`src/rtl/aes_pkg.sv`:
```
// Shared types and constants for the AES-128 round sequencer and key-schedule datapath.
// Holds the sequencer state encoding, the nominal round count, the round-index width
// and the round-constant table (entry 0 is the constant for round 1).
package aes_pkg;

  localparam int NR_AES128 = 10;
  localparam int IDX_W     = 4;

  localparam logic [NR_AES128-1:0][7:0] RCON_TAB = {
    8'h36, 8'h1b, 8'h80, 8'h40, 8'h20, 8'h10, 8'h08, 8'h04, 8'h02, 8'h01
  };

  typedef enum logic [2:0] {
    ST_IDLE   = 3'd0,
    ST_LOAD   = 3'd1,
    ST_EXPAND = 3'd2,
    ST_INIT   = 3'd3,
    ST_ROUND  = 3'd4,
    ST_DONE   = 3'd5
  } state_t;

endpackage

```
`src/rtl/aes_rcon_gen.sv`:
```
// Round-constant lookup: maps round_idx to its AES round constant.
// Purely combinational, zero latency; no flow control.
// Index 0 and indices above 10 give 0x00.
module aes_rcon_gen
  import aes_pkg::*;
(
  input  logic [IDX_W-1:0] round_idx,
  output logic [7:0]       rcon
);

  // Table lookup, guarded so out-of-range indices read as zero.
  always_comb begin
    rcon = 8'h00;
    if (round_idx >= IDX_W'(1) && round_idx <= IDX_W'(NR_AES128)) begin
      rcon = RCON_TAB[round_idx - IDX_W'(1)];
    end
  end

endmodule

```
`src/rtl/aes_round_ctrl.sv`:
```
// Round sequencer for the AES-128 core: load, optional forward key expansion, NR rounds, done pulse.
// Encrypt takes NR+2 cycles after start, decrypt 2*NR+3; outputs are Moore-decoded from state and counter.
// start is ignored while busy; abort returns to IDLE at the next edge. AES_DECRYPT_EN builds the decrypt path.
module aes_round_ctrl
  import aes_pkg::*;
#(
  parameter int NR = NR_AES128
) (
  input  logic             clk,
  input  logic             reset,
  input  logic             start,
  input  logic             abort,
  input  logic             mode,
  output logic             busy,
  output logic             key_load,
  output logic             state_load,
  output logic             round_en,
  output logic             last_round,
  output logic             key_step,
  output logic             key_dir,
  output logic [IDX_W-1:0] round_idx,
  output logic [7:0]       rcon,
  output logic             done
);

  localparam logic [IDX_W-1:0] IDX_ONE  = IDX_W'(1);
  localparam logic [IDX_W-1:0] IDX_LAST = IDX_W'(NR);

  state_t           state_q, state_d;
  logic [IDX_W-1:0] cnt_q, cnt_d;
  logic             mode_q;

`ifdef AES_DECRYPT_EN
  // Latch the direction only when a start is actually accepted.
  always_ff @(posedge clk or negedge reset) begin
    if (!reset) begin
      mode_q <= 1'b0;
    end else if (state_q == ST_IDLE && start && !abort) begin
      mode_q <= mode;
    end
  end
`else
  // Encrypt-only build: direction is fixed and the mode input has no effect.
  logic unused_mode;
  assign unused_mode = mode;
  assign mode_q      = 1'b0;
`endif

  // State register and round counter.
  always_ff @(posedge clk or negedge reset) begin
    if (!reset) begin
      state_q <= ST_IDLE;
      cnt_q   <= '0;
    end else begin
      state_q <= state_d;
      cnt_q   <= cnt_d;
    end
  end

  // Next-state, counter update and Moore output decode.
  always_comb begin
    state_d    = state_q;
    cnt_d      = cnt_q;
    key_load   = 1'b0;
    state_load = 1'b0;
    round_en   = 1'b0;
    last_round = 1'b0;
    key_step   = 1'b0;
    key_dir    = 1'b0;
    round_idx  = '0;
    done       = 1'b0;
    busy       = (state_q != ST_IDLE);

    case (state_q)
      ST_IDLE: begin
        cnt_d = '0;
        if (start) state_d = ST_LOAD;
      end
      ST_LOAD: begin
        key_load = 1'b1;
        cnt_d    = IDX_ONE;
        if (mode_q) begin
          state_d = ST_EXPAND;
        end else begin
          state_load = 1'b1;
          state_d    = ST_ROUND;
        end
      end
`ifdef AES_DECRYPT_EN
      ST_EXPAND: begin
        // Run the key schedule forward to the last round key before decrypting.
        key_step  = 1'b1;
        round_idx = cnt_q;
        if (cnt_q == IDX_LAST) state_d = ST_INIT;
        else                   cnt_d   = cnt_q + IDX_ONE;
      end
      ST_INIT: begin
        state_load = 1'b1;
        cnt_d      = IDX_LAST;
        state_d    = ST_ROUND;
      end
`endif
      ST_ROUND: begin
        round_en  = 1'b1;
        key_step  = 1'b1;
        round_idx = cnt_q;
        if (mode_q) begin
          // Decrypt walks the rounds backwards with inverse key steps.
          key_dir    = 1'b1;
          last_round = (cnt_q == IDX_ONE);
          cnt_d      = cnt_q - IDX_ONE;
        end else begin
          last_round = (cnt_q == IDX_LAST);
          cnt_d      = cnt_q + IDX_ONE;
        end
        if (last_round) begin
          state_d = ST_DONE;
          cnt_d   = '0;
        end
      end
      ST_DONE: begin
        done    = 1'b1;
        state_d = ST_IDLE;
      end
      default: begin
        state_d = ST_IDLE;
        cnt_d   = '0;
      end
    endcase

    if (abort) begin
      state_d = ST_IDLE;
      cnt_d   = '0;
    end
  end

  aes_rcon_gen u_rcon (
    .round_idx (round_idx),
    .rcon      (rcon)
  );

endmodule

```
`config.mk`:
```
export PLATFORM = sky130hd
export DESIGN_NAME = aes_round_ctrl
export DESIGN_NICKNAME = d
export VERILOG_FILES = /design/src/rtl/aes_pkg.sv /design/src/rtl/aes_rcon_gen.sv /design/src/rtl/aes_round_ctrl.sv
export SDC_FILE = /design/constraint.sdc
export NUM_CORES = 1
export LEC_CHECK = 0
export BUFFER_PORTS_ARGS = -buffer_cell sky130_fd_sc_hd__buf_2
export CAP_MARGIN = 15
export CELL_PAD_IN_SITES_DETAIL_PLACEMENT = 0
export CELL_PAD_IN_SITES_GLOBAL_PLACEMENT = 1
export CORE_MARGIN = 5
export CORE_UTILIZATION = 34
export CTS_CLUSTER_SIZE = 40
export DETAILED_ROUTE_END_ITERATION = 10
export GPL_TIMING_DRIVEN = 0
export PLACE_DENSITY = 0.81
export SLEW_MARGIN = 20
export SYNTH_ARGS = -nofsm -noshare
export SYNTH_HDL_FRONTEND = slang
export SYNTH_HIERARCHICAL = 1
export SYNTH_SLANG_ARGS = --single-unit
```
`constraint.sdc`:
```
create_clock -name clk -period 3.1 [get_ports clk]
set_input_delay 0.155 -clock clk [delete_from_list [all_inputs] [get_ports clk]]
set_output_delay 0.155 -clock clk [all_outputs]
set_load 0.01 [all_outputs]
```
**Yosys cells after proc, flatten, opt, wreduce, memory -nomap -nowiden**

Memory sizes are Yosys's and may differ from the RTL's.
Cells that the tools add are included.

- Flip-flop bits (word level): 7
- ROM bits: 128
- Input port bits: 5
- Output and inout port bits: 20
- Logic and storage cells: 34
- Memories: 1

- Add/subtract/negate cells: 2
- Order comparisons: 3
- Equal/unequal tests: 7
- Muxes and demuxes: 15
- Reduce and logical (&&, ||, !) cells: 4

Memories:

| memory | depth | width | read ports | clocked after Yosys merged registers in | write ports | RTL line | text |
|---|---|---|---|---|---|---|---|
| (name not given) | 16 | 8 | 1 | 0 | 0 | aes_rcon_gen.sv:15 | `rcon = RCON_TAB[round_idx - IDX_W'(1)];` |

Operators by type and width:

| kind | number |
|---|---|
| 2-to-1 mux 8 bit | 2 |
| 2-to-1 mux 4 bit | 3 |
| one-hot mux 4 bit (3 select lines) | 1 |
| 2-to-1 mux 3 bit | 3 |
| one-hot mux 3 bit (3 select lines) | 1 |
| == test 3 bit (second input constant) | 2 |
| inequality test 3 bit (second input constant) | 2 |
| < comparator 4 x 5 -> 1 bit (second input constant) | 1 |
| 2-to-1 mux 1 bit | 5 |
| adder 4 x 1 -> 4 bit (second input constant) | 1 |
| == test 4 bit (second input constant) | 1 |
| greater-or-equal comparator 4 x 1 -> 1 bit (second input constant) | 1 |
| less-or-equal comparator 4 bit (second input constant) | 1 |
| subtractor 4 x 1 -> 4 bit (second input constant) | 1 |
| == test 3 x 1 -> 1 bit (second input constant) | 1 |
| zero test 3 bit | 1 |
| nonzero test 3 bit | 1 |
| inequality test 2 bit (second input constant) | 1 |
| AND reduction 2 bit | 1 |
| logical AND 1 bit | 1 |

**Longest topological paths before layout**

- Word-level depth: 6
- Depth in mapped cells: 7
- Depth with buffers taken out: 6

**Hierarchy**

The synthesis kept the hierarchy.

Modules (own cells, without submodules):

| module | instances | cells each | area each (um^2) | seq. area each (um^2) |
|---|---|---|---|---|
| aes_round_ctrl | 1 | 50 | 452.9 | 150.1 |
| aes_rcon_gen | 1 | 19 | 127.6 | 0.0 |

**Worst setup path after synthesis**

OpenSTA, ideal clock, no wires.

- Path type: register to output
- Start point: register state_q[0]
- End point: output port rcon[4]
- Arrival: 1,732 ps
- Data required time: 2,945 ps
- Path slack: 1,213 ps
- Cell stages (with the launch flop): 8
- Buffers on the path: 1
- Cell sequence: dfrtp_1 -> inv_1 -> ha_1 -> inv_2 -> nor2_1 -> buf_6 -> or2b_1 -> o22ai_1

- Longest elaborated chain between the ends: 6
- Elaborated cells on any way between the ends: 9
- Those cells by class: 1 x add/sub; 2 x order compare; 1 x eq/ne; 3 x mux; 1 x reduce/logical; 1 x memory

Ends and longest elaborated chain:

| item | RTL line | text |
|---|---|---|
| start: declaration | aes_round_ctrl.sv:29 | `state_t state_q, state_d;` |
| start signal: assignment | aes_round_ctrl.sv:55 | `state_q <= state_d;` |
| == test 3 bit (*) | aes_round_ctrl.sv:74 | `case (state_q)` |
| 2-to-1 mux 4 bit (*) | aes_round_ctrl.sv:74 |  |
| via round_idx[0] | aes_round_ctrl.sv:21 | `output logic [IDX_W-1:0] round_idx,` |
| subtractor 4 x 1 -> 4 bit | aes_rcon_gen.sv:15 |  |
| memory read (16 x 8 bit) | - |  |
| 2-to-1 mux 8 bit (implied by the code) | aes_rcon_gen.sv:15 |  |
| 2-to-1 mux 8 bit (*) | aes_rcon_gen.sv:14 | `if (round_idx >= IDX_W'(1) && round_idx <= IDX_W'(NR_AES128)) begin` |
| end: declaration | aes_round_ctrl.sv:22 | `output logic [7:0] rcon,` |

Mark *: on every way through the listed nets, which the timed path passes. The rest lies on a longest branch. The select of a mux whose other input is x is not followed.

**Final worst setup path**

- Start point: register state_q[0]
- End point: output port rcon[4]

- Longest elaborated chain between the ends: 6
- Elaborated cells on any way between the ends: 9
- Those cells by class: 1 x add/sub; 2 x order compare; 1 x eq/ne; 3 x mux; 1 x reduce/logical; 1 x memory

Ends and longest elaborated chain:

| item | RTL line |
|---|---|
| == test 3 bit (*) | aes_round_ctrl.sv:74 |
| 2-to-1 mux 4 bit (*) | aes_round_ctrl.sv:74 |
| subtractor 4 x 1 -> 4 bit | aes_rcon_gen.sv:15 |
| memory read (16 x 8 bit) | - |
| 2-to-1 mux 8 bit (implied by the code) | aes_rcon_gen.sv:15 |
| 2-to-1 mux 8 bit (*) | aes_rcon_gen.sv:14 |

Mark *: on every way between the ends. The rest lies on a longest branch, timed or not. The select of a mux whose other input is x is not followed.

==> results by group <==
CTS
  – Post-CTS Setup Inserts: 0
  – CTS Sinks: 6
  – H-Tree Depth: 1
  – Post-CTS sizing: 0
  – Worst-Skew Late Latency: roughly 240 ps
  – CTS buffer count: 3
  – CTS tree: done
  – Clock slew at reported path FFs: about 40 ps
  – CTS Buffer Depth: 2
  – Clk root buf: clkbuf_4

Setup path
  – WP buf/inv: 4
  – Worst R2R Setup Slack: between 1000 and 1500 ps
  – Critical Path Sink: rcon[4]
  – Delay-heaviest family, CP: buffers and inverters
  – Worst Setup End Kind: primary output
  – Worst setup SP type: flop
  – FF-to-FF End: cnt_q[3]
  – Setup crit start: state_q[0]
  – Crit-path max FO: 9
  – Worst EP arrival: 2010 ps
  – Critical R2R Launch: state_q[0]
  – Slowest CP cell: dfrtp_1
  – Path depth of the worst reg2reg path: 5
  – Worst path cell trace: inv_1, ha_1, inv_2, nor2_1, buf_6, or2b_1, o22ai_1, buf_2
  – Critical path class: flop to primary output
  – Critical Path Stages: 8
  – Required time worst endpoint: 2940 ps
  – Max incr delay on CP: 390 ps

Final layout
  – # diodes: 0
  – Commonest non-fill, non-tap cell in the layout: buf_2
  – Nets: roughly 110
  – Final core occ: 0.4457
  – Share of layout cells above drive strength 1: 0.3263
  – FF+latch area: 150.1 um2
  – Multi-input logic area: about 380 um2
  – Layout area overhead: 28.23%
  – Most frequent cells in the layout: buf_2 (22), nor2_1 (6), ha_1 (6), dfrtp_1 (6), nand2b_1 (5)
  – Fin area: 744.5 um2
  – Filler cell count: around 180

Floorplan
  – DIE AREA: 2634 um2
  – Die height: 51.32 um
  – Rows: 15
  – Die X: slightly above 50 um
  – Core area: between 1500 and 2000 um2
  – Io pins: 25
  – Initial Util: 0.3476

Route
  – TritonRoute pass-1 iters: 4
  – Initial DRC count: 16
  – WL final: 1316 um
  – Routed vias: 565
  – DR WL/cell: around 12 um
  – Post-route ant nets: 0
  – Via density: 5.045
  – Drt drc: 0

Pwr
  – Lkg Pwr: roughly 0.37 nW
  – Net switching power: 122.8 uW
  – Flop pwr share: 0.309
  – Power share of the clock group: 0.207
  – Maximum vdd ir drop: 0.0003780 V
  – Comb power frac: 0.484
  – Sw Share: 0.3746
  – Total chip power: 327.7 uW
  – Power density cells: 440.2 nW/um2
  – Cell-internal power: 205.0 uW

Global route
  – Gr usage total: 0.1046
  – Vias in the first global route: 542
  – First-pass GRT wire length: 2159 um
  – Overflow after GRT: 0
  – Initial antenna violation count: 0
  – Pin count of the biggest net entering global routing: 10

Synthesis
  – Synth Warn #: 6
  – Synthesized instance count: 69
  – Sequential share of the synthesized area: 0.2586
  – Post-synth cell types: 31
  – Yosys reg bits: 6
  – Syn Nets: 80
  – Synth Area per Inst: 8.414 um2
  – Synth Cell Area: between 500 and 600 um2

Placement
  – RD Place Congestion: 0.7046
  – DP HPWL: 1109 um
  – Placed Instance Area: ~710 um2
  – Port Buffers: 22

Timing
  – Post-layout min period: 2166 ps
  – Fmax: 0.4617 GHz
  – Clock Skew: 1.951 ps
  – Setup tns final: 0 ps
  – Final hold violation count: 0
  – Pins over their slew limit: 0
  – Period utilisation layout: 0.6986
  – Unrepaired setup endpoints after global routing: no
  – Final setup vio count: 0

Flow run
  – Maxcap violations: 0

Status
  – Outcome: complete, no violations

Worst hold path
  – Hold Crit Class: primary input to flop
[cell families after synthesis]
logic type | Yosys count | share of synthesized area
simple gates | 32 | 0.3254
compound gates | 12 | 0.1423
buf+inv | 9 | 0.09050
fa+ha+maj | 6 | 0.1293
flops | 6 | 0.2586
xor+xnor | 2 | 0.03018
other cells | 1 | 0.006459
mux | 1 | 0.01724
[power groups by stage]
| stage | logic (mW) | registers (mW) | clock network, mW |
|---|---|---|---|
| floorplan | 0.114 | 0.0997 | 0 |
| global placement | 0.158 | 0.102 | 0 |
| detailed placement | 0.160 | 0.102 | 0 |
| CTS | 0.161 | 0.101 | 0.0719 |
| global route | 0.179 | 0.103 | 0.0790 |
| finish | 0.159 | 0.101 | 0.0680 |
[metrics by stage]
stage / worst slack [ps] / instances / hold WS, ps
CTS: 890.5 / 112 / 154.6
global placement: 1189 / 108 / -23.87
detailed placement: 1145 / 108 / -21.23
floorplan: 1213 / 69 / -140.6
finish: 934.3 / 112 / 160.2
global route: 724.3 / 112 / 175.0
[cells in the mapped netlist]
| cell | instances | area, um2 |
|---|---|---|
| dfrtp_1 | 6 | 150.1 |
| ha_1 | 6 | 75.07 |
| nor2_1 | 6 | 22.52 |
| nand2b_1 | 5 | 31.28 |
| a21oi_1 | 4 | 20.02 |
| and2_1 | 4 | 25.02 |
| inv_1 | 4 | 15.01 |
| buf_4 | 3 | 22.52 |
| nand2_1 | 3 | 11.26 |
| nand3b_1 | 3 | 22.52 |
| nand4_1 | 2 | 12.51 |
| nor2b_1 | 2 | 12.51 |
| nor3b_1 | 2 | 15.01 |
| xnor2_1 | 2 | 17.52 |
| a21oi_2 | 1 | 8.760 |
| a221oi_1 | 1 | 8.760 |
| a22oi_1 | 1 | 7.510 |
| a31oi_1 | 1 | 6.260 |
| a32oi_1 | 1 | 8.760 |
| buf_6 | 1 | 11.26 |
| conb_1 | 1 | 3.750 |
| inv_2 | 1 | 3.750 |
| mux2i_1 | 1 | 10.01 |
| nand3_1 | 1 | 5.000 |
| nor3_1 | 1 | 5.000 |
| o211ai_1 | 1 | 7.510 |
| o22ai_1 | 1 | 6.260 |
| o2bb2ai_1 | 1 | 8.760 |
| or2b_1 | 1 | 7.510 |
| or3b_1 | 1 | 8.760 |
| or4b_1 | 1 | 10.01 |
[repair_timing]
action | in CTS | in global routing
hold buffers | 1 | 0
hold endpoints to repair | 6 | 0
setup endpoints to repair | 0 | 0
[how the worst min path moves through the flow]
stage	from	endpoint	cells past startpoint
2_1_floorplan	reset	cnt_q[0]	0
3_3_place_gp	reset	cnt_q[1]	1
3_5_place_dp	reset	cnt_q[2]	1
4_1_cts	abort	cnt_q[2]	2
5_1_grt	abort	cnt_q[3]	2
6_report	abort	cnt_q[2]	2
[layout make-up]
| class | instances | area share |
|---|---|---|
| Buffer | 4 | 0.04538 |
| Clock buffer | 3 | 0.03025 |
| Inverter | 5 | 0.02521 |
| Multi-Input combinational cell | 54 | 0.5076 |
| Sequential cell | 6 | 0.2017 |
| Tap cell | 17 | 0.02857 |
| Timing Repair Buffer | 23 | 0.1613 |
[sequential cells by signal, summed over array words and instances (netlist names)]
name / cells
cnt_q: 4
state_q: 2
[worst reg2reg max path: stages, from the launching register on]
cell     delay [ps]
dfrtp_1         390
inv_1           100
ha_1            320
inv_2            90
or4b_1          530
a31oi_1         200
[routing by layer]
metal / global-route usage / part of all wire
met3: 0.008746 / 0.067
met5: 0 / 0
met4: 0.05240 / 0.011
met1: 0.1188 / 0.42
met2: 0.1931 / 0.50
(Power assumes the default switching activity.)
